==> src/rtl/updn_terminal_counter.sv <==
// Up/down counter with a programmable terminal count. It can wrap or saturate
// at the boundaries, and it raises a one-cycle terminal pulse and sticky overflow/underflow flags.
module updn_terminal_counter #(
    parameter int WIDTH    = 4,
    parameter bit SATURATE = 1'b0
) (
    input  logic             clk,
    input  logic             reset,
    input  logic             enable,
    input  logic             up_dn,
    input  logic             load,
    input  logic [WIDTH-1:0] load_value,
    input  logic [WIDTH-1:0] max_value,
    input  logic             clear_flags,
    output logic [WIDTH-1:0] count_out,
    output logic             tc_pulse,
    output logic             overflow_flag,
    output logic             underflow_flag,
    output logic             at_max,
    output logic             at_zero
);

    logic [WIDTH-1:0] count_q, count_d;
    logic             tc_q, tc_d;
    logic             ovf_q, ovf_d;
    logic             unf_q, unf_d;
    logic             up_evt, dn_evt;

    // Boundary events are only possible on an enabled step without a load.
    assign up_evt = !load && enable &&  up_dn && (count_q >= max_value);
    assign dn_evt = !load && enable && !up_dn && (count_q == '0);

    always_comb begin
        count_d = count_q;
        if (load)
            count_d = load_value;
        else if (up_evt)
            count_d = SATURATE ? max_value : '0;
        else if (dn_evt)
            count_d = SATURATE ? '0 : max_value;
        else if (enable && up_dn)
            count_d = count_q + WIDTH'(1);
        else if (enable)
            count_d = count_q - WIDTH'(1);
    end

    // A boundary event in the same cycle as clear_flags keeps its flag set.
    assign tc_d  = up_evt || dn_evt;
    assign ovf_d = (ovf_q && !clear_flags) || up_evt;
    assign unf_d = (unf_q && !clear_flags) || dn_evt;

    always_ff @(posedge clk) begin
        if (reset) begin
            count_q <= '0;
            tc_q    <= 1'b0;
            ovf_q   <= 1'b0;
            unf_q   <= 1'b0;
        end else begin
            count_q <= count_d;
            tc_q    <= tc_d;
            ovf_q   <= ovf_d;
            unf_q   <= unf_d;
        end
    end

    assign count_out      = count_q;
    assign tc_pulse       = tc_q;
    assign overflow_flag  = ovf_q;
    assign underflow_flag = unf_q;
    assign at_max         = (count_q >= max_value);
    assign at_zero        = (count_q == '0);

endmodule

==> config.mk <==
export PLATFORM = sky130hd
export DESIGN_NAME = updn_terminal_counter
export DESIGN_NICKNAME = d
export VERILOG_FILES = /design/src/rtl/updn_terminal_counter.sv
export SDC_FILE = /design/constraint.sdc
export NUM_CORES = 1
export LEC_CHECK = 0
export CAP_MARGIN = 20
export CORE_AREA = 2 2 42 44
export DETAILED_ROUTE_END_ITERATION = 12
export DIE_AREA = 0 0 44 46
export GPL_TIMING_DRIVEN = 0
export PLACE_DENSITY = 0.81
export SETUP_SLACK_MARGIN = 0.3
export SLEW_MARGIN = 20
export SYNTH_ARGS = -nofsm -noshare
export SYNTH_HDL_FRONTEND = slang
export SYNTH_SLANG_ARGS = --single-unit
==> constraint.sdc <==
create_clock -name clk -period 1.8 [get_ports clk]
set_clock_uncertainty 0.1 [all_clocks]
set_input_delay 0.36 -clock clk [delete_from_list [all_inputs] [get_ports clk]]
set_output_delay 0.36 -clock clk [all_outputs]
set_load 0.005 [all_outputs]
==> out/metrics.cfg <==
[sta]
hold_violations = 0
fin_crit_ns = 1.891
setup_viol_count_final = 5
final_max_slew_viol_count = 0
max_slew_margin_pct = 75.95
period_share_pct = 105.1
max_freq_mhz = 528.8
tightestPinTransition_ns = 0.3599
final.setup.worst_slack_ns = -0.09107
rsz0062_at_grt = yes
finalSetupTns_ns = -0.3886

[worst_hold_path]
hold_path_class = primary input to flip-flop

[floorplanning]
row_count = 15
die_h_um = 46
dieWidth_um = 44
dieArea_um2 = 2024
io_pins = 23
core-area_um2 = 1614
initial_utilization_pct = 33.80

[clocking]
clkTransAtPathRegs_ns = 0.06
clkSinkCount = 7
clockRootBuffer = clkbuf_4
cts.path.max_buffers = 2
cts_buffers = 3
htree_levels = 1
clk_latency_ns = 0.26
cts_tree = built

[synthesis]
synth_seq_cells = 7
synth_top_family_by_area = compound AO/OA/AOI/OAI gates
async_flop_share_pct = 0
ys.flop_type = dfxtp_1
synth-compound-area-share_pct = 22.25
synthAdderAreaFrac_pct = 17.43
netlist.area_leader.share_pct = 25.69
synthesis.area_um2 = 545.5
yosys.area.top_type = dfxtp_1
synth_area_leaders = dfxtp_1 26%, ha_1 14%, a21oi_1 9.2%
syn_inst = 62
synth_xor_area_share_pct = 4.817
synth_warnings = 0
synth-simple-area-share_pct = 21.33
synth_mux_area_share_pct = 2.064
synth_edf_count = 0
postSynthAreaPerCell_um2 = 8.799
syn_nets = 83
synth_seq_area_share_pct = 25.69
synth_cell_types = 26

[run]
drv_cap = 0

[worst_setup_path]
endpoint_kind = flip-flop
required_ns = 1.83
crit_path_top_delay_cell = or4_4
crit_fanout = 6
crit_type = flip-flop to flip-flop
cp_cell_sequence = or4_4 -> or3_4 -> buf_6 -> o211ai_1 -> a21oi_1
cpPeakStageDelay_ns = 0.57
crit_arrival_ns = 1.93
critPathLaunchType = flip-flop

[placement]
dpl.cell_count = 101
numPortBuffers = 22
hpwlAfterDp_mm = 1.119
gp_congestion = 0.8350

[status]
violations = setup timing
status = finished with violations

[routing]
wire_per_inst_um = 15.80
drt-initial-drc-count = 14
num_vias = 622
drc = 0
ant_nets = 0
finalWirelength_mm = 1.770
viasPerCell = 5.554
dr.pass1.iters = 6

[global_route]
antenna_found_initial = 0
grt_max_degree = 11
overflow = 0
grt_pass1_vias = 625
grt_pass1_wl_mm = 2.649
grt_util_all_layers_pct = 18.26

[pwr]
finalPower_mw = 0.6078
powerDensity_nw_per_um2 = 622.0
ir_drop_v = 0.0004043
p_leak_nw = 0.4125

[final_layout]
drive_gt1_share_pct = 44.21
layout.cells.non_filler = 112
n_antenna_cell = 0
fillers = 144
area_growth_syn_to_layout_pct = 79.13
mostFrequentLayoutCell = dlygate4sd2_1
final_util_pct = 60.54
layout_common_cells = 9 x dlygate4sd2_1, 7 x a21oi_1, 7 x clkdlybuf4s50_1
nets = 117

[area by class of cell]
| class | count | area, um^2 | share of cell area (%) |
|---|---|---|---|
| Clock buffer | 4 | 26.28 | 2.689 |
| Sequential cell | 7 | 155.1 | 15.88 |
| Buffer | 2 | 16.27 | 1.665 |
| Tap cell | 17 | 21.27 | 2.177 |
| Multi-Input combinational cell | 48 | 484.2 | 49.55 |
| Inverter | 5 | 21.27 | 2.177 |
| Timing Repair Buffer | 29 | 252.7 | 25.86 |
[stage by stage]
step                      worst slack (ns)  hold WS, ns  cell area, um^2
after CTS                         -0.06573       0.3694            902.1
after global routing               -0.1556       0.3642            977.2
final                             -0.09107       0.3564            977.2
after floorplan                   -0.05522       0.3217            553.0
after detailed placement           -0.7870       0.3626            794.5
after global placement             -0.7730       0.3597            794.5
[routing by layer]
metal	vias to the layer above	global-route usage, %	part of all wire, %
met5	-	0	0
met4	0	10.91	4.2
met3	10	7.540	5.3
met2	29	31.76	52
met1	290	18.16	38
li1	293	-	-
[repair_timing]
item | CTS | global route
setup buffers | 4 | 3
hold buffers | 0 | 0
setup endpoints to repair | 16 | 9
pin swaps | 9 | 6
endpoints found under the hold margin | 0 | 0
resized for setup | 43 | 14
[synth_stat cells, types with 2 or more instances]
cell      count
nor3_1        2
dfxtp_1       7
nand2b_1      2
o211ai_1      3
nor2_1        2
nand2_1       3
nor3b_1       4
xnor2_1       2
a211oi_1      2
a21oi_1      10
inv_1         5
ha_1          6
[final timing paths]
| check | cells past startpoint | slack (ns) | end | start |
|---|---|---|---|---|
| setup / recovery | 5 | -0.09 | count_out[2]$_SDFFE_PP0P_ | count_out[0]$_SDFFE_PP0P_ |
| hold / removal | 3 | 0.36 | overflow_flag$_SDFF_PP0_ | enable |
| setup reg to reg | 5 | -0.09 | count_out[2]$_SDFFE_PP0P_ | count_out[0]$_SDFFE_PP0P_ |
| hold reg to reg | 2 | 0.37 | underflow_flag$_SDFF_PP0_ | underflow_flag$_SDFF_PP0_ |
[sequential cells by signal, indices dropped and copies added, names as in the netlist]
register        cells
underflow_flag      1
overflow_flag       1
count_out           4
tc_pulse            1
[cell families after synthesis]
logic type	after synthesis
mux	1
simple gates	18
buf+inv	7
fa+ha+maj	7
compound gates	19
flops	7
xor+xnor	3
[worst max-delay path: cells and delay by family, from the launching register on]
| kind | cells | cell delay, ns |
|---|---|---|
| compound gates | 2 | 0.26 |
| flops | 1 | 0.35 |
| simple gates | 2 | 0.91 |
| buf+inv | 1 | 0.14 |
[where the power goes]
group	switching, mW	leakage (nW)	internal, mW
combinational	0.122	0.338	0.153
clock	0.0666	0.0150	0.0852
sequential	0.0145	0.0599	0.166
total	0.204	0.413	0.404
Power figures use the tool's default switching activity.
